--- config.mk ---
export PLATFORM = sky130hd
export DESIGN_NAME = result_tracker_flat
export DESIGN_NICKNAME = d
export VERILOG_FILES = /design/src/rtl/result_tracker_pkg.sv /design/src/rtl/result_tracker_if.sv /design/src/rtl/result_tracker_fwd_select.sv /design/src/rtl/result_tracker.sv /design/src/flat_wrapper.sv
export SDC_FILE = /design/constraint.sdc
export NUM_CORES = 1
export LEC_CHECK = 0
export BUFFER_PORTS_ARGS = -buffer_cell sky130_fd_sc_hd__buf_2
export CORE_AREA = 2 2 157 159
export CTS_BUF_LIST = sky130_fd_sc_hd__clkbuf_8
export CTS_CLUSTER_DIAMETER = 40
export DETAILED_ROUTE_END_ITERATION = 6
export DIE_AREA = 0 0 159 161
export GPL_TIMING_DRIVEN = 1
export PLACE_DENSITY = 0.63
export SLEW_MARGIN = 20
export SYNTH_ARGS = -nofsm -noshare
export SYNTH_HDL_FRONTEND = slang
export SYNTH_SLANG_ARGS = --single-unit
--- constraint.sdc ---
create_clock -name clk -period 2.67 [get_ports clk]
set_clock_uncertainty 0.05 [all_clocks]
set_input_delay 0.534 -clock clk [delete_from_list [all_inputs] [get_ports clk]]
set_output_delay 0.534 -clock clk [all_outputs]
set_load 0.05 [all_outputs]
--- src/rtl/result_tracker_pkg.sv ---
// Shared constants, record layout and helpers for the result tracker.
package result_tracker_pkg;

    localparam int unsigned TW = 5;  // Tnew field width
    localparam int unsigned AW = 5;  // register address width

    // Tnew codes as produced by Execute
    localparam logic [TW-1:0] TNEW_EARLY = TW'(0);
    localparam logic [TW-1:0] TNEW_ALU   = TW'(1);
    localparam logic [TW-1:0] TNEW_LOAD  = TW'(2);

    // One in-flight write record
    typedef struct packed {
        logic [AW-1:0] adr;
        logic [TW-1:0] tnew;
        logic [31:0]   wdata;
        logic [31:0]   alu;
        logic [31:0]   pc;
    } rec_t;

    // Tnew decrement that stops at zero
    function automatic logic [TW-1:0] tnew_dec(input logic [TW-1:0] t);
        return (t == '0) ? '0 : t - TW'(1);
    endfunction

    // Write data known at the end of E: early data, ALU result, or nothing yet
    function automatic logic [31:0] e_wdata(input logic [TW-1:0] t,
                                            input logic [31:0]   reg_write,
                                            input logic [31:0]   alu_res);
        if (t == TNEW_EARLY) return reg_write;
        if (t == TNEW_ALU)   return alu_res;
        return '0;
    endfunction

endpackage

--- src/rtl/result_tracker_if.sv ---
// Bundle of E-stage record, memory data, hazard queries and GRF write port.
interface result_tracker_if;
    import result_tracker_pkg::*;

    logic [AW-1:0] e_regw_adr;
    logic [TW-1:0] e_tnew;
    logic [31:0]   e_reg_write;
    logic [31:0]   e_alu_res;
    logic [31:0]   e_pc;
    logic [31:0]   m_dm_rdata;
    logic [AW-1:0] d_rs;
    logic [AW-1:0] d_rt;
    logic [1:0]    d_tuse_rs;
    logic [1:0]    d_tuse_rt;
    logic [AW-1:0] q_rs;
    logic [AW-1:0] q_rt;

    logic          stall;
    logic          d_rs_fwd;
    logic          d_rt_fwd;
    logic [31:0]   d_rs_data;
    logic [31:0]   d_rt_data;
    logic          e_rs_fwd;
    logic          e_rt_fwd;
    logic [31:0]   e_rs_data;
    logic [31:0]   e_rt_data;
    logic [31:0]   m_alu_res;
    logic          w_we;
    logic [AW-1:0] w_adr;
    logic [31:0]   w_data;
    logic [31:0]   w_pc;

    // Pipeline side: drives records and queries, observes answers
    modport master (
        output e_regw_adr, e_tnew, e_reg_write, e_alu_res, e_pc, m_dm_rdata,
               d_rs, d_rt, d_tuse_rs, d_tuse_rt, q_rs, q_rt,
        input  stall, d_rs_fwd, d_rt_fwd, d_rs_data, d_rt_data,
               e_rs_fwd, e_rt_fwd, e_rs_data, e_rt_data,
               m_alu_res, w_we, w_adr, w_data, w_pc
    );

    // Tracker side
    modport slave (
        input  e_regw_adr, e_tnew, e_reg_write, e_alu_res, e_pc, m_dm_rdata,
               d_rs, d_rt, d_tuse_rs, d_tuse_rt, q_rs, q_rt,
        output stall, d_rs_fwd, d_rt_fwd, d_rs_data, d_rt_data,
               e_rs_fwd, e_rt_fwd, e_rs_data, e_rt_data,
               m_alu_res, w_we, w_adr, w_data, w_pc
    );

endinterface

--- src/rtl/result_tracker_fwd_select.sv ---
// Picks the newest producer of a source register and decides forward/stall.
module fwd_select
    import result_tracker_pkg::*;
(
    input  logic [AW-1:0]         src,
    input  logic [1:0]            tuse,
    input  logic [2:0][AW-1:0]    p_adr,    // index 0 is the newest producer
    input  logic [2:0][TW-1:0]    p_tnew,
    input  logic [2:0][31:0]      p_wdata,
    output logic                  hit,
    output logic [31:0]           data,
    output logic                  needs_stall
);

    logic found;

    // First match wins; older producers are shadowed even when not yet ready
    always_comb begin
        hit         = 1'b0;
        data        = '0;
        needs_stall = 1'b0;
        found       = 1'b0;
        for (int i = 0; i < 3; i++) begin
            if (!found && src != '0 && p_adr[i] == src) begin
                found       = 1'b1;
                needs_stall = p_tnew[i] > TW'(tuse);
                if (p_tnew[i] == '0) begin
                    hit  = 1'b1;
                    data = p_wdata[i];
                end
            end
        end
    end

endmodule

--- src/rtl/result_tracker.sv ---
// Carries E-stage write records through M and W, drives the GRF write port
// and answers forwarding/stall queries for D and E.
module result_tracker
    import result_tracker_pkg::*;
(
    input  logic           clk,
    input  logic           reset,
    result_tracker_if.slave bus
);

    rec_t m_q, m_d, w_q, w_d;
    logic [31:0] e_prod_wdata;
    logic [31:0] m_prod_wdata;

    // Next M/W records; load data joins the record as it leaves M
    always_comb begin
        m_d.adr   = bus.e_regw_adr;
        m_d.tnew  = tnew_dec(bus.e_tnew);
        m_d.wdata = e_wdata(bus.e_tnew, bus.e_reg_write, bus.e_alu_res);
        m_d.alu   = bus.e_alu_res;
        m_d.pc    = bus.e_pc;

        w_d.adr   = m_q.adr;
        w_d.tnew  = tnew_dec(m_q.tnew);
        w_d.wdata = (m_q.tnew == TNEW_ALU) ? bus.m_dm_rdata : m_q.wdata;
        w_d.alu   = m_q.alu;
        w_d.pc    = m_q.pc;
    end

    // Record registers advance unconditionally every cycle
    always_ff @(posedge clk) begin
        if (reset) begin
            m_q <= '0;
            w_q <= '0;
        end else begin
            m_q <= m_d;
            w_q <= w_d;
        end
    end

    assign e_prod_wdata = bus.e_reg_write;
    assign m_prod_wdata = m_q.wdata;

    logic d_rs_stall, d_rt_stall;

    fwd_select u_d_rs (
        .src         (bus.d_rs),
        .tuse        (bus.d_tuse_rs),
        .p_adr       ({w_q.adr, m_q.adr, bus.e_regw_adr}),
        .p_tnew      ({w_q.tnew, m_q.tnew, bus.e_tnew}),
        .p_wdata     ({w_q.wdata, m_prod_wdata, e_prod_wdata}),
        .hit         (bus.d_rs_fwd),
        .data        (bus.d_rs_data),
        .needs_stall (d_rs_stall)
    );

    fwd_select u_d_rt (
        .src         (bus.d_rt),
        .tuse        (bus.d_tuse_rt),
        .p_adr       ({w_q.adr, m_q.adr, bus.e_regw_adr}),
        .p_tnew      ({w_q.tnew, m_q.tnew, bus.e_tnew}),
        .p_wdata     ({w_q.wdata, m_prod_wdata, e_prod_wdata}),
        .hit         (bus.d_rt_fwd),
        .data        (bus.d_rt_data),
        .needs_stall (d_rt_stall)
    );

    // E-stage queries see only M then W; third slot never matches
    fwd_select u_e_rs (
        .src         (bus.q_rs),
        .tuse        (2'd0),
        .p_adr       ({{AW{1'b0}}, w_q.adr, m_q.adr}),
        .p_tnew      ({{TW{1'b0}}, w_q.tnew, m_q.tnew}),
        .p_wdata     ({32'd0, w_q.wdata, m_prod_wdata}),
        .hit         (bus.e_rs_fwd),
        .data        (bus.e_rs_data),
        .needs_stall ()
    );

    fwd_select u_e_rt (
        .src         (bus.q_rt),
        .tuse        (2'd0),
        .p_adr       ({{AW{1'b0}}, w_q.adr, m_q.adr}),
        .p_tnew      ({{TW{1'b0}}, w_q.tnew, m_q.tnew}),
        .p_wdata     ({32'd0, w_q.wdata, m_prod_wdata}),
        .hit         (bus.e_rt_fwd),
        .data        (bus.e_rt_data),
        .needs_stall ()
    );

    assign bus.stall     = d_rs_stall | d_rt_stall;
    assign bus.m_alu_res = m_q.alu;
    assign bus.w_we      = (w_q.adr != '0);
    assign bus.w_adr     = w_q.adr;
    assign bus.w_data    = w_q.wdata;
    assign bus.w_pc      = w_q.pc;

endmodule

--- src/flat_wrapper.sv ---
// flat-port wrapper written by rule: the top's interface ports become plain ports
module result_tracker_flat import result_tracker_pkg::*;
  (clk, reset, bus_e_regw_adr, bus_e_tnew, bus_e_reg_write, bus_e_alu_res, bus_e_pc, bus_m_dm_rdata, bus_d_rs, bus_d_rt, bus_d_tuse_rs, bus_d_tuse_rt, bus_q_rs, bus_q_rt, bus_stall, bus_d_rs_fwd, bus_d_rt_fwd, bus_d_rs_data, bus_d_rt_data, bus_e_rs_fwd, bus_e_rt_fwd, bus_e_rs_data, bus_e_rt_data, bus_m_alu_res, bus_w_we, bus_w_adr, bus_w_data, bus_w_pc);
  result_tracker_if bus_i ();
  input  logic clk;
  input  logic reset;
  input wire logic [$bits(bus_i.e_regw_adr)-1:0] bus_e_regw_adr;
  input wire logic [$bits(bus_i.e_tnew)-1:0] bus_e_tnew;
  input wire logic [$bits(bus_i.e_reg_write)-1:0] bus_e_reg_write;
  input wire logic [$bits(bus_i.e_alu_res)-1:0] bus_e_alu_res;
  input wire logic [$bits(bus_i.e_pc)-1:0] bus_e_pc;
  input wire logic [$bits(bus_i.m_dm_rdata)-1:0] bus_m_dm_rdata;
  input wire logic [$bits(bus_i.d_rs)-1:0] bus_d_rs;
  input wire logic [$bits(bus_i.d_rt)-1:0] bus_d_rt;
  input wire logic [$bits(bus_i.d_tuse_rs)-1:0] bus_d_tuse_rs;
  input wire logic [$bits(bus_i.d_tuse_rt)-1:0] bus_d_tuse_rt;
  input wire logic [$bits(bus_i.q_rs)-1:0] bus_q_rs;
  input wire logic [$bits(bus_i.q_rt)-1:0] bus_q_rt;
  output wire logic [$bits(bus_i.stall)-1:0] bus_stall;
  output wire logic [$bits(bus_i.d_rs_fwd)-1:0] bus_d_rs_fwd;
  output wire logic [$bits(bus_i.d_rt_fwd)-1:0] bus_d_rt_fwd;
  output wire logic [$bits(bus_i.d_rs_data)-1:0] bus_d_rs_data;
  output wire logic [$bits(bus_i.d_rt_data)-1:0] bus_d_rt_data;
  output wire logic [$bits(bus_i.e_rs_fwd)-1:0] bus_e_rs_fwd;
  output wire logic [$bits(bus_i.e_rt_fwd)-1:0] bus_e_rt_fwd;
  output wire logic [$bits(bus_i.e_rs_data)-1:0] bus_e_rs_data;
  output wire logic [$bits(bus_i.e_rt_data)-1:0] bus_e_rt_data;
  output wire logic [$bits(bus_i.m_alu_res)-1:0] bus_m_alu_res;
  output wire logic [$bits(bus_i.w_we)-1:0] bus_w_we;
  output wire logic [$bits(bus_i.w_adr)-1:0] bus_w_adr;
  output wire logic [$bits(bus_i.w_data)-1:0] bus_w_data;
  output wire logic [$bits(bus_i.w_pc)-1:0] bus_w_pc;
  assign bus_i.e_regw_adr = bus_e_regw_adr;
  assign bus_i.e_tnew = bus_e_tnew;
  assign bus_i.e_reg_write = bus_e_reg_write;
  assign bus_i.e_alu_res = bus_e_alu_res;
  assign bus_i.e_pc = bus_e_pc;
  assign bus_i.m_dm_rdata = bus_m_dm_rdata;
  assign bus_i.d_rs = bus_d_rs;
  assign bus_i.d_rt = bus_d_rt;
  assign bus_i.d_tuse_rs = bus_d_tuse_rs;
  assign bus_i.d_tuse_rt = bus_d_tuse_rt;
  assign bus_i.q_rs = bus_q_rs;
  assign bus_i.q_rt = bus_q_rt;
  assign bus_stall = bus_i.stall;
  assign bus_d_rs_fwd = bus_i.d_rs_fwd;
  assign bus_d_rt_fwd = bus_i.d_rt_fwd;
  assign bus_d_rs_data = bus_i.d_rs_data;
  assign bus_d_rt_data = bus_i.d_rt_data;
  assign bus_e_rs_fwd = bus_i.e_rs_fwd;
  assign bus_e_rt_fwd = bus_i.e_rt_fwd;
  assign bus_e_rs_data = bus_i.e_rs_data;
  assign bus_e_rt_data = bus_i.e_rt_data;
  assign bus_m_alu_res = bus_i.m_alu_res;
  assign bus_w_we = bus_i.w_we;
  assign bus_w_adr = bus_i.w_adr;
  assign bus_w_data = bus_i.w_data;
  assign bus_w_pc = bus_i.w_pc;
  result_tracker u_core (.clk(clk), .reset(reset), .bus(bus_i));
endmodule
-- Yosys cells after proc, flatten, opt, wreduce, memory -nomap -nowiden
Index checks and enable logic that the tools add are counted.
- register bits: 180
- input port bits: 164
- logic and storage cells: 131
- output and inout bits: 235
- order comparisons: 6
- bitwise operators: 1
- add/subtract/negate cells: 2
- multiplexer cells: 61
- reductions and logical operators: 40
- equal/unequal tests: 12
- operators with widths (kind ; count):
    2-to-1 mux 32 bit ; 25
    == test 5 bit ; 10
    2-to-1 mux 1 bit ; 36
    > comparator 5 x 2 -> 1 bit ; 6
    logical NOT 5 bit ; 5
    nonzero test 5 bit ; 5
    logical AND 1 bit ; 20
    == test 5 x 1 -> 1 bit, second input constant ; 2
    subtractor 5 x 1 -> 5 bit, second input constant ; 2
    logical NOT 1 bit ; 8
    OR reduction 2 bit ; 2
    OR 1 bit ; 1

-- Longest topological paths before layout
Gate-level depths: netlist of run 1.
- depth after elaboration: 12
- mapped depth: 8
- depth with buffers taken out: 8

-- Modules after synthesis
A second synthesis of run 1 with hierarchy kept.
- cell total of the unflattened synthesis: 1317
- area, all modules: 11227.0 µm²
- modules (own cells, without submodules) (module ; cells each ; area an instance (µm²) ; instances ; sequential area each (µm²)):
    result_tracker ; 657 ; 6392.4 ; 1 ; 3603.5
    fwd_select ; 165 ; 1208.7 ; 4 ; 0.0

-- Worst setup path after synthesis of run 1
Ideal clock, no wire load.
- kind: reg2out
- from: register u_core.w_q (netlist bit u_core.bus.w_adr[4])
- to: output port bus_d_rs_data[10]
- path slack: -0.339 ns
- cell stages (with the launch flop): 9
- data required time: 2.086 ns
- data arrival time: 2.425 ns
- path through: dfxtp_1 -> clkbuf_1 -> xnor2_1 -> nand3_1 -> nor3_1 -> nand3b_1 -> nor2_1 -> clkbuf_1 -> a221o_1
- cells in the longest elaborated chain, start to end: 3
- ends and longest elaborated chain (what ; RTL line ; text):
    start: declaration ; result_tracker.sv:11 ; rec_t m_q, m_d, w_q, w_d;
    start signal: assignment ; result_tracker.sv:37 ; w_q <= w_d;
    == test 5 bit ; result_tracker_fwd_select.sv:24 ; if (!found && src != '0 && p_adr[i] == src) begin
    logical AND 1 bit ; result_tracker_fwd_select.sv:24 ;
    2-to-1 mux 32 bit ; result_tracker_fwd_select.sv:24 ;
    end: declaration ; flat_wrapper.sv:22 ; output wire logic [$bits(bus_i.d_rs_data)-1:0] bus_d_rs_data;
No other way between the ends.

-- Final worst setup path of run 1
- from: register u_core.w_q[100] (netlist name)
- to: output port bus_d_rt_data[3]
- cells in the longest elaborated chain, start to end: 3
- ends and longest elaborated chain (what ; RTL line ; text):
    logical NOT 5 bit ; result_tracker_fwd_select.sv:27 ; if (p_tnew[i] == '0) begin
    2-to-1 mux 32 bit ; result_tracker_fwd_select.sv:27 ;
    2-to-1 mux 32 bit ; result_tracker_fwd_select.sv:24 ;
    end: declaration ; flat_wrapper.sv:23 ; output wire logic [$bits(bus_i.d_rt_data)-1:0] bus_d_rt_data;
No other way between the ends.

==> results of run 1 <==
[what timing repair did]
item / in CTS / in global routing
endpoints found under the setup margin: 133 / 133
gates resized for setup: 307 / 27
setup buffers: 19 / 7
pin swaps: 23 / 11
cloned: 9 / 3
[power breakdown]
group / leakage [nW] / internal, W / total [W] / switching, W
combinational: 4.80 / 0.000441 / 0.00115 / 0.000708
sequential: 1.48 / 0.00279 / 0.00285 / 0.0000607
clock: 0.192 / 0.000691 / 0.00185 / 0.00116
[layer usage]
metal  GRT usage  part of all wire  vias up  wire (um)
li1            -                 -     4311          -
met1      0.3344              0.41     4399      14910
met2      0.4569              0.47      546      17320
met3     0.05958             0.086       78       3136
met4      0.1074             0.031        0       1142
met5           0                 0        -          0
[per-stage QoR]
stage	setup WS (ns)	cells	power [W]
after floorplan	-0.06064	1017	0.003538
after global placement	-0.6167	1704	0.003948
after detailed placement	-0.7423	1704	0.003957
after CTS	-0.7509	1764	0.005837
after global routing	-0.8102	1775	0.006085
final	-0.7362	1775	0.005855
[worst max-delay path by stage]
| stage | start | to | slack (ns) | cells past startpoint |
|---|---|---|---|---|
| final | u_core.w_q[100] | bus_d_rt_data[3] | -0.74 | 8 |
| after detailed placement | bus_d_rs[1] | bus_d_rs_data[19] | -0.74 | 8 |
| after global placement | bus_d_rs[0] | bus_d_rs_data[13] | -0.62 | 8 |
| after global routing | u_core.w_q[100] | bus_d_rt_data[5] | -0.81 | 8 |
| after CTS | u_core.w_q[100] | bus_d_rt_data[5] | -0.75 | 8 |
| after floorplan | u_core.w_q[100] | bus_d_rt_data[10] | -0.06 | 6 |
[sequential cells by signal, indices dropped and copies added, names as in the netlist]
signal,count
u_core.m_prod_wdata,32
u_core.bus.w_pc,32
u_core.bus.w_data,32
u_core.w_q,5
u_core.m_q,42
u_core.bus.w_adr,5
u_core.bus.m_alu_res,32
[layout make-up]
class | count | area [sq um]
fill | 2210 | 10310
multi-input combinational | 686 | 4606
timing repair buffer | 512 | 4489
sequential | 180 | 3625
tap | 324 | 405.4
clock buffer | 17 | 234.0
inverter | 40 | 150.1
clock inverter | 15 | 138.9
antenna | 1 | 2.502
[cell families after synthesis]
group / after synthesis / share of synthesized area
xor gates and xnor gates: 55 / 0.05570
adders and majority gates: 18 / 0.02604
buffers and inverters: 152 / 0.08246
AOI/OAI and AO/OA: 210 / 0.2004
and+or+nand+nor: 402 / 0.2188
DFF: 180 / 0.4167
[critical path: stages, from the launching register on]
cell and delay, ns:
dfxtp_1 0.32, or3_4 0.38, or3_4 0.39, or4_4 0.50, nor2_4 0.16, buf_12 0.13, buf_12 0.14, a221o_2 0.20
buf_8 0.15
[placed cells by master, fill, tap and decap left out, types with 19 or more instances in the layout]
cell type	netlist	final
a21oi_1	40	38
a221o_2	31	62
a32o_2	0	60
buf_12	0	35
buf_2	0	264
buf_4	32	64
buf_6	3	104
buf_8	0	34
dfxtp_1	180	169
inv_1	40	41
nand2_1	148	147
nand2b_1	33	33
nor2_1	92	86
nor2b_1	78	78
nor3_1	24	22
o21ai_0	38	35
xnor2_1	22	19
xor2_1	33	33
==> metrics, run 1 <==
status=finished, violations left; failing checks=negative setup slack; CTS Hold Bufs=0; Slew @ Worst Pin=0.5121 ns; P per Cell Area=~430 nW/um^2; RSZ-0062 raised after global routing=true; most frequent cell after synthesis=dfxtp_1; Fin Hold WS=0.2216 ns; post-layout util=0.5697; worst min path class=input port to register; first-pass detailed-route iteration total=5; nets=1619; period utilization=1.276; mapped cell area=8648 sq um; area share of the largest cell type after synthesis=0.4167; ys async rst share=0; Synth top cells by count=180 x dfxtp_1, 148 x nand2_1, 92 x nor2_1; share of cells above drive strength 1=0.4855; CTS HTree Levels=4; gp weighted congestion=0.9215; final count of negative-setup-slack endpoints=roughly 130; Peak VDD IR=about 0.00026 V; port bufs=398; leak pwr=6.478 nW; root buffer cell=clkbuf_8; number of global-route vias before repair=between 9000 and 10000; setup_tns=-66.50 ns; Cell variety after synth=35; Synth area leader=dfxtp_1; final instance area=about 14000 sq um; Max clock buf depth=2; Routed WL=36.51 mm; worst hold start=bus_e_alu_res[27]; Tmin final=3.406 ns; cells on worst reg2reg path=6; Avg WL per Cell=20.57 um; Post-synth EDFFs=0; WP data arrival=roughly 2.8 ns; Hold Path Depth=3; HPWL after detailed placement=24.45 mm; worst-skew pair later-pin latency=0.46 ns; syn_area_per_cell=approximately 8.5 sq um; TritonCTS clock tree=built; Slew HR=0.6586; critical path required time=2.09 ns; syn_nets=1199; Clock Pin Slew Worst Setup and Hold Paths=0.12 ns; post-synthesis sequential area ratio=0.4167; residual DRC count=0; Yosys warning total=0; initial antenna violation count=1; grt ovf=0; worst setup margin=-0.7362 ns; pin count of the biggest net entering global routing=54; Worst Setup End Kind=primary output; destination of the worst hold path=u_core.bus.m_alu_res[27]; die width=159 um; Critical R2R Launch=u_core.m_q[98]; flop-to-flop setup slack=0.78 ns; final-report hold violation count=0; Area contributors post-synth=dfxtp_1 42%, a32o_1 7.2%, nand2_1 6.4%; fin. max-slew vios=0; first-pass GRT wire length=between 50 and 60 mm; total CTS buffers=17; gr usage total=0.2696; Ports=around 400; Area Overhead vs Synth=57.84%; register bit total from synthesis=180; 1st-iter DRT viols=783; Startpoint Class=register; Rows=57; Max Fclk=293.6 MHz; die height=161 um; Max Cap Viol=0; Post-Synthesis Cells=1017; critical path class=register to primary output; Placed Area=11530 sq um; Starting Density=0.3609; DR vias/cell=approximately 5.3; Die ar.=25600 sq um; CP max FO=13; r2r endpoint=u_core.bus.w_data[11]; Clock Sinks=180; Routed Antenna Nets=0; ys flop type=dfxtp_1; DR vias=9334; Core ar.=between 20000 and 25000 sq um
Note: power is estimated with default switching activity, not from simulation.
==> run 2: changes to the inputs <==
--- a/config.mk
+++ b/config.mk
@@ -6,14 +6,15 @@
 export NUM_CORES = 1
 export LEC_CHECK = 0
 export BUFFER_PORTS_ARGS = -buffer_cell sky130_fd_sc_hd__buf_2
-export CORE_AREA = 2 2 157 159
+export CORE_AREA = 2 2 155 157
 export CTS_BUF_LIST = sky130_fd_sc_hd__clkbuf_8
 export CTS_CLUSTER_DIAMETER = 40
 export DETAILED_ROUTE_END_ITERATION = 6
-export DIE_AREA = 0 0 159 161
+export DIE_AREA = 0 0 157 159
 export GPL_TIMING_DRIVEN = 1
-export PLACE_DENSITY = 0.63
+export PLACE_DENSITY = 0.65
 export SLEW_MARGIN = 20
 export SYNTH_ARGS = -nofsm -noshare
 export SYNTH_HDL_FRONTEND = slang
 export SYNTH_SLANG_ARGS = --single-unit
+export TNS_END_PERCENT = 50
==> constraint.sdc (replaced) <==
create_clock -name clk -period 2.7 [get_ports clk]
set_clock_uncertainty 0.05 [all_clocks]
set_input_delay 0.54 -clock clk [delete_from_list [all_inputs] [get_ports clk]]
set_output_delay 0.54 -clock clk [all_outputs]
set_load 0.05 [all_outputs]
==> run 2 against run 1 <==
Net effect: the flow still finishes with violations (negative setup slack); hold slack better by 0.0015 ns; setup slack better by 0.057 ns; sequential power about the same.
==> metrics, run 2 (synthesis gave the netlist of run 1 again) <==
Max Fclk=296.0 MHz; WP data arrival=2.79 ns; Clock Pin Slew Worst Setup and Hold Paths=0.12 ns; 1st-iter DRT viols=674; placed cells=approximately 1700; leak pwr=6.323 nW; CP max FO=7; Area Overhead vs Synth=53.50%; total CTS buffers=17; residual DRC count=0; worst setup margin=-0.6788 ns; worst min path class=input port to register; Critical Path Most Common Cell=or3_4; Slew HR=0.5658; initial antenna violation count=1; Max clock buf depth=2; die height=between 150 and 200 um; die width=157 um; status=finished, violations left; fillers=between 2000 and 2500; crit path buf inv count=3; critical path class=register to primary output; critical path required time=around 2.1 ns; DP Worst Slack=-0.3407 ns; port bufs=398; Max Cap Viol=0; flop-to-flop setup slack=0.84 ns; Routed Antenna Nets=0; Routed WL=~36 mm; most frequent cells in the layout=264 x buf_2, 169 x dfxtp_1, 147 x nand2_1, 117 x buf_6, 86 x nor2_1; Startpoint Class=register; first-pass GRT wire length=51.93 mm; total power=0.005971 W; HPWL after detailed placement=24.50 mm; TritonCTS clock tree=built; Crit path largest cell delay=0.50 ns; Tmin final=between 3 and 4 ns; failing checks=negative setup slack; number of global-route vias before repair=9148; Core ar.=23190 sq um; Clock Sinks=180; nets=roughly 1600; gp weighted congestion=a little under 0.9; final-report hold violation count=0; P per Cell Area=between 400 and 500 nW/um^2; grt ovf=0; Peak VDD IR=0.0003878 V; fin. max-slew vios=0; largest reg by FF count=u_core.m_q; Critical-path top delay cell=or4_4; max reg flops=42; Die ar.=about 25000 sq um; Largest delay share family, worst path=simple AND/OR/NAND/NOR gates; DR vias/cell=5.312; worst-skew pair later-pin latency=between 0.4 and 0.5 ns; Worst Setup End Kind=primary output; Starting Density=0.3729; DR vias=9274; commonest non-fill, non-tap cell in the layout=buf_2; Slew @ Worst Pin=0.6498 ns; Avg WL per Cell=20.38 um; first-pass detailed-route iteration total=7; Rows=56; final instance area=13280 sq um; share of cells above drive strength 1=0.4797; pin count of the biggest net entering global routing=50; Placed Area=11530 sq um; critical path cell sequence=or3_4 > or3_4 > or4_4 > nor2_4 > buf_12 > clkbuf_16 > a221o_2 > buf_8; gr usage total=0.2692; non-filler instance count after layout=approximately 1700; final count of negative-setup-slack endpoints=about 130; root buffer cell=clkbuf_8; CTS HTree Levels=4; RSZ-0062 raised after global routing=true; period utilization=1.251; Ports=399
==> run 2: cell count changes in the layout (fill, tap and decap cells not counted), sizes merged <==
cell / before / now
bufbuf: 2 / 0
buf: 507 / 484
nor2: 94 / 93
clkinv: 3 / 5
inv: 51 / 49
clkbuf: 20 / 22
clkinvlp: 1 / 0
bufinv: 0 / 1
==> run 2: routing by layer <==
layer  global-route usage  up-vias  share of wire
met4              0.09466        0          0.032
li1                     -     4269              -
met5                    0        -              0
met1               0.3199     4407           0.38
met3              0.07812       77          0.096
met2               0.4601      521           0.49
==> run 2: what timing repair did <==
item / CTS / global route
setup endpoints to repair: 133 / 133
buffers inserted: 8 / 3
resized for setup: 285 / 25
pin swaps: 17 / 8
cloned: 3 / 5
hold buffers: 0 / 0
==> run 2: final timing paths <==
path                                        start                       end  cells after the start
worst max-delay path              u_core.w_q[100]          bus_d_rt_data[5]                      8
worst min-delay path            bus_e_alu_res[25]  u_core.bus.m_alu_res[25]                      3
worst max register to register     u_core.m_q[98]     u_core.bus.w_data[15]                      6
worst min register to register     u_core.m_q[15]       u_core.bus.w_pc[15]                      1
==> run 2: area by class of cell <==
| cell class | count | area (sq um) | share of cell area |
|---|---|---|---|
| antenna | 1 | 2.502 | 0.0001885 |
| clock buffer | 17 | 234.0 | 0.01762 |
| clock inverter | 15 | 217.7 | 0.01640 |
| inverter | 40 | 150.1 | 0.01131 |
| multi-input combinational | 685 | 4622 | 0.3482 |
| sequential | 180 | 3622 | 0.2729 |
| tap | 319 | 399.1 | 0.03007 |
| timing repair buffer | 489 | 4028 | 0.3034 |
==> run 2: metrics by stage <==
| step | utilization | setup TNS, ns | hold WS [ns] |
|---|---|---|---|
| after floorplan | - | -1.101 | 0.3638 |
| after detailed placement | 0.4972 | -18.90 | 0.3720 |
| after global placement | 0.4972 | -18.81 | 0.3652 |
| final | 0.5724 | -53.01 | 0.2231 |
| after global routing | 0.5724 | -67.27 | 0.1899 |
| after CTS | 0.5630 | -55.32 | 0.1879 |
==> run 2: worst min-delay path, delay by kind of cell <==
family | cells | cell delay (ns)
simple gates | 1 | 0.05
buf+inv | 2 | 0.12
==> run 2: power breakdown <==
part           total, W  internal (W)  switching [W]
combinational   0.00110      0.000408       0.000693
clock           0.00205      0.000829        0.00122
sequential      0.00282       0.00276      0.0000595
total           0.00597       0.00400        0.00197
==> run 3: changes to the inputs <==
--- a/config.mk
+++ b/config.mk
@@ -6,13 +6,14 @@
 export NUM_CORES = 1
 export LEC_CHECK = 0
 export BUFFER_PORTS_ARGS = -buffer_cell sky130_fd_sc_hd__buf_2
-export CORE_AREA = 2 2 155 157
+export CELL_PAD_IN_SITES_DETAIL_PLACEMENT = 0
+export CELL_PAD_IN_SITES_GLOBAL_PLACEMENT = 1
+export CORE_UTILIZATION = 31
 export CTS_BUF_LIST = sky130_fd_sc_hd__clkbuf_8
 export CTS_CLUSTER_DIAMETER = 40
 export DETAILED_ROUTE_END_ITERATION = 6
-export DIE_AREA = 0 0 157 159
 export GPL_TIMING_DRIVEN = 1
-export PLACE_DENSITY = 0.65
+export PLACE_DENSITY = 0.74
 export SLEW_MARGIN = 20
 export SYNTH_ARGS = -nofsm -noshare
 export SYNTH_HDL_FRONTEND = slang
==> run 3 against run 2 <==
Net effect: the flow still finishes with violations (negative setup slack); core utilization shrank 8.0 points; sequential share of layout area down 0.21 points; hold slack worse by 0.0086 ns; clock power down 2%; critical endpoint is now bus_d_rt_data[9]; critical path depth is the same; wire length up 1.4%; maximum frequency grew 0.92%; combinational power barely moved.
==> metrics, run 3 (synthesis gave the netlist of run 1 again) <==
CTS Hold Bufs=0; HPWL after detailed placement=between 20 and 30 mm; port bufs=398; root buffer cell=clkbuf_8; number of global-route vias before repair=around 9000; residual DRC count=0; Slew HR=0.6776; gr usage total=0.2437; Slew @ Worst Pin=0.4836 ns; DR vias=9018; post-layout util=0.4928; highest metal used=met4; CTS HTree Levels=4; critical path class=register to primary output; share of cells above drive strength 1=0.4826; final count of negative-setup-slack endpoints=133; Routed Antenna Nets=0; flop-to-flop setup slack=0.78 ns; Peak VDD IR=0.0003406 V; status=finished, violations left; Starting Density=0.3182; Startpoint Class=register; Clock Sinks=180; Max Cap Viol=0; total CTS buffers=17; Tmin final=3.348 ns; worst setup margin=-0.6482 ns; TritonCTS clock tree=built; die height=between 150 and 200 um; grt ovf=0; period utilization=1.240; met2 WL post-DR=17.37 mm; RSZ-0062 raised after global routing=true; met3 WL=~2.4 mm; worst-skew pair later-pin latency=about 0.46 ns; first-pass GRT wire length=52.72 mm; Hold Path Depth=2; fin. max-slew vios=0; Die ar.=28570 sq um; commonest non-fill, non-tap cell in the layout=buf_2; pin count of the biggest net entering global routing=62; fillers=2668; most frequent cells in the layout=264 x buf_2, 168 x dfxtp_1, 147 x nand2_1, 116 x buf_6, 85 x nor2_1; worst min path class=input port to register; Max Fclk=about 300 MHz; P per Cell Area=about 440 nW/um^2; Avg WL per Cell=roughly 20 um; Critical R2R Launch=u_core.m_q[98]; Ports=399; DR vias/cell=4.988; max reg flops=42; gp weighted congestion=0.9295; r2r endpoint=u_core.bus.w_data[5]; CP max FO=8; nets=1603; Area Overhead vs Synth=54.85%; destination of the worst hold path=u_core.m_q[26]; Core ar.=~27000 sq um; largest reg by FF count=u_core.m_q; failing checks=negative setup slack; leak pwr=6.338 nW; 1st-iter DRT viols=about 550; WP data arrival=2.76 ns; M1 wire length=15.34 mm; area used by multi-input combinational logic=about 4600 sq um; worst hold start=bus_e_pc[26]; die width=169.0 um; Rows=60; Max clock buf depth=2; critical path required time=2.11 ns; Fin Hold WS=~0.21 ns; initial antenna violation count=3; Clock Pin Slew Worst Setup and Hold Paths=0.12 ns; Routed WL=36.08 mm; register area=3626 sq um; first-pass detailed-route iteration total=5; Worst Setup End Kind=primary output; cells on worst reg2reg path=6; final-report hold violation count=0
[run 3: routing by layer]
| layer | global-route usage | vias to the layer above |
|---|---|---|
| li1 | - | 4292 |
| met1 | 0.2988 | 4289 |
| met2 | 0.4201 | 385 |
| met3 | 0.05635 | 52 |
| met4 | 0.07834 | 0 |
| met5 | 0.001739 | - |
[run 3: critical path, stage by stage (launching register included)]
cell,delay (ns)
dfxtp_2,0.33
or3_4,0.38
or3_4,0.33
or4_4,0.50
nor2_4,0.12
buf_12,0.13
buf_12,0.13
a221o_2,0.21
buf_8,0.16
[run 3: stage by stage]
stage / power [W] / TNS, ns / worst slack, ns / area (sq um) / std cells
6_report: 0.005926 / -54.09 / -0.6482 / 13390 / 1808
5_1_grt: 0.006185 / -69.11 / -0.7510 / 13390 / 1808
4_1_cts: 0.005955 / -57.51 / -0.6799 / 13050 / 1795
3_5_place_dp: 0.003932 / -33.84 / -0.7282 / 11650 / 1755
3_3_place_gp: 0.003924 / -30.48 / -0.6372 / 11650 / 1755
2_1_floorplan: 0.003496 / -1.101 / -0.03664 / 8777 / 1017
[run 3: how the worst max path moves through the flow]
stage,startpoint,endpoint,slack [ns]
2_1_floorplan,u_core.w_q[100],bus_d_rt_data[10],-0.04
3_3_place_gp,bus_d_rs[3],bus_d_rs_data[13],-0.64
3_5_place_dp,bus_d_rs[3],bus_d_rs_data[12],-0.73
4_1_cts,u_core.w_q[100],bus_d_rt_data[9],-0.68
5_1_grt,u_core.w_q[100],bus_d_rt_data[18],-0.75
6_report,u_core.w_q[100],bus_d_rt_data[9],-0.65
[run 3: cell type report]
type	instances	share of cell area
multi-input combinational	686	0.3438
timing repair buffer	496	0.3066
sequential	180	0.2708
tap	372	0.03476
clock buffer	17	0.01747
clock inverter	15	0.01495
inverter	40	0.01121
antenna	2	0.0003737
[run 3: report_power, final]
| group | internal, W | total, W | switching, W |
|---|---|---|---|
| sequential | 0.00276 | 0.00282 | 0.0000578 |
| combinational | 0.000417 | 0.00111 | 0.000695 |
| clock | 0.000736 | 0.00200 | 0.00126 |
[run 3: timing repair]
item,in CTS,in global routing
setup buffers,7,6
cloned,1,5
resized for setup,280,31
pin swaps,8,2
setup endpoints to repair,133,133
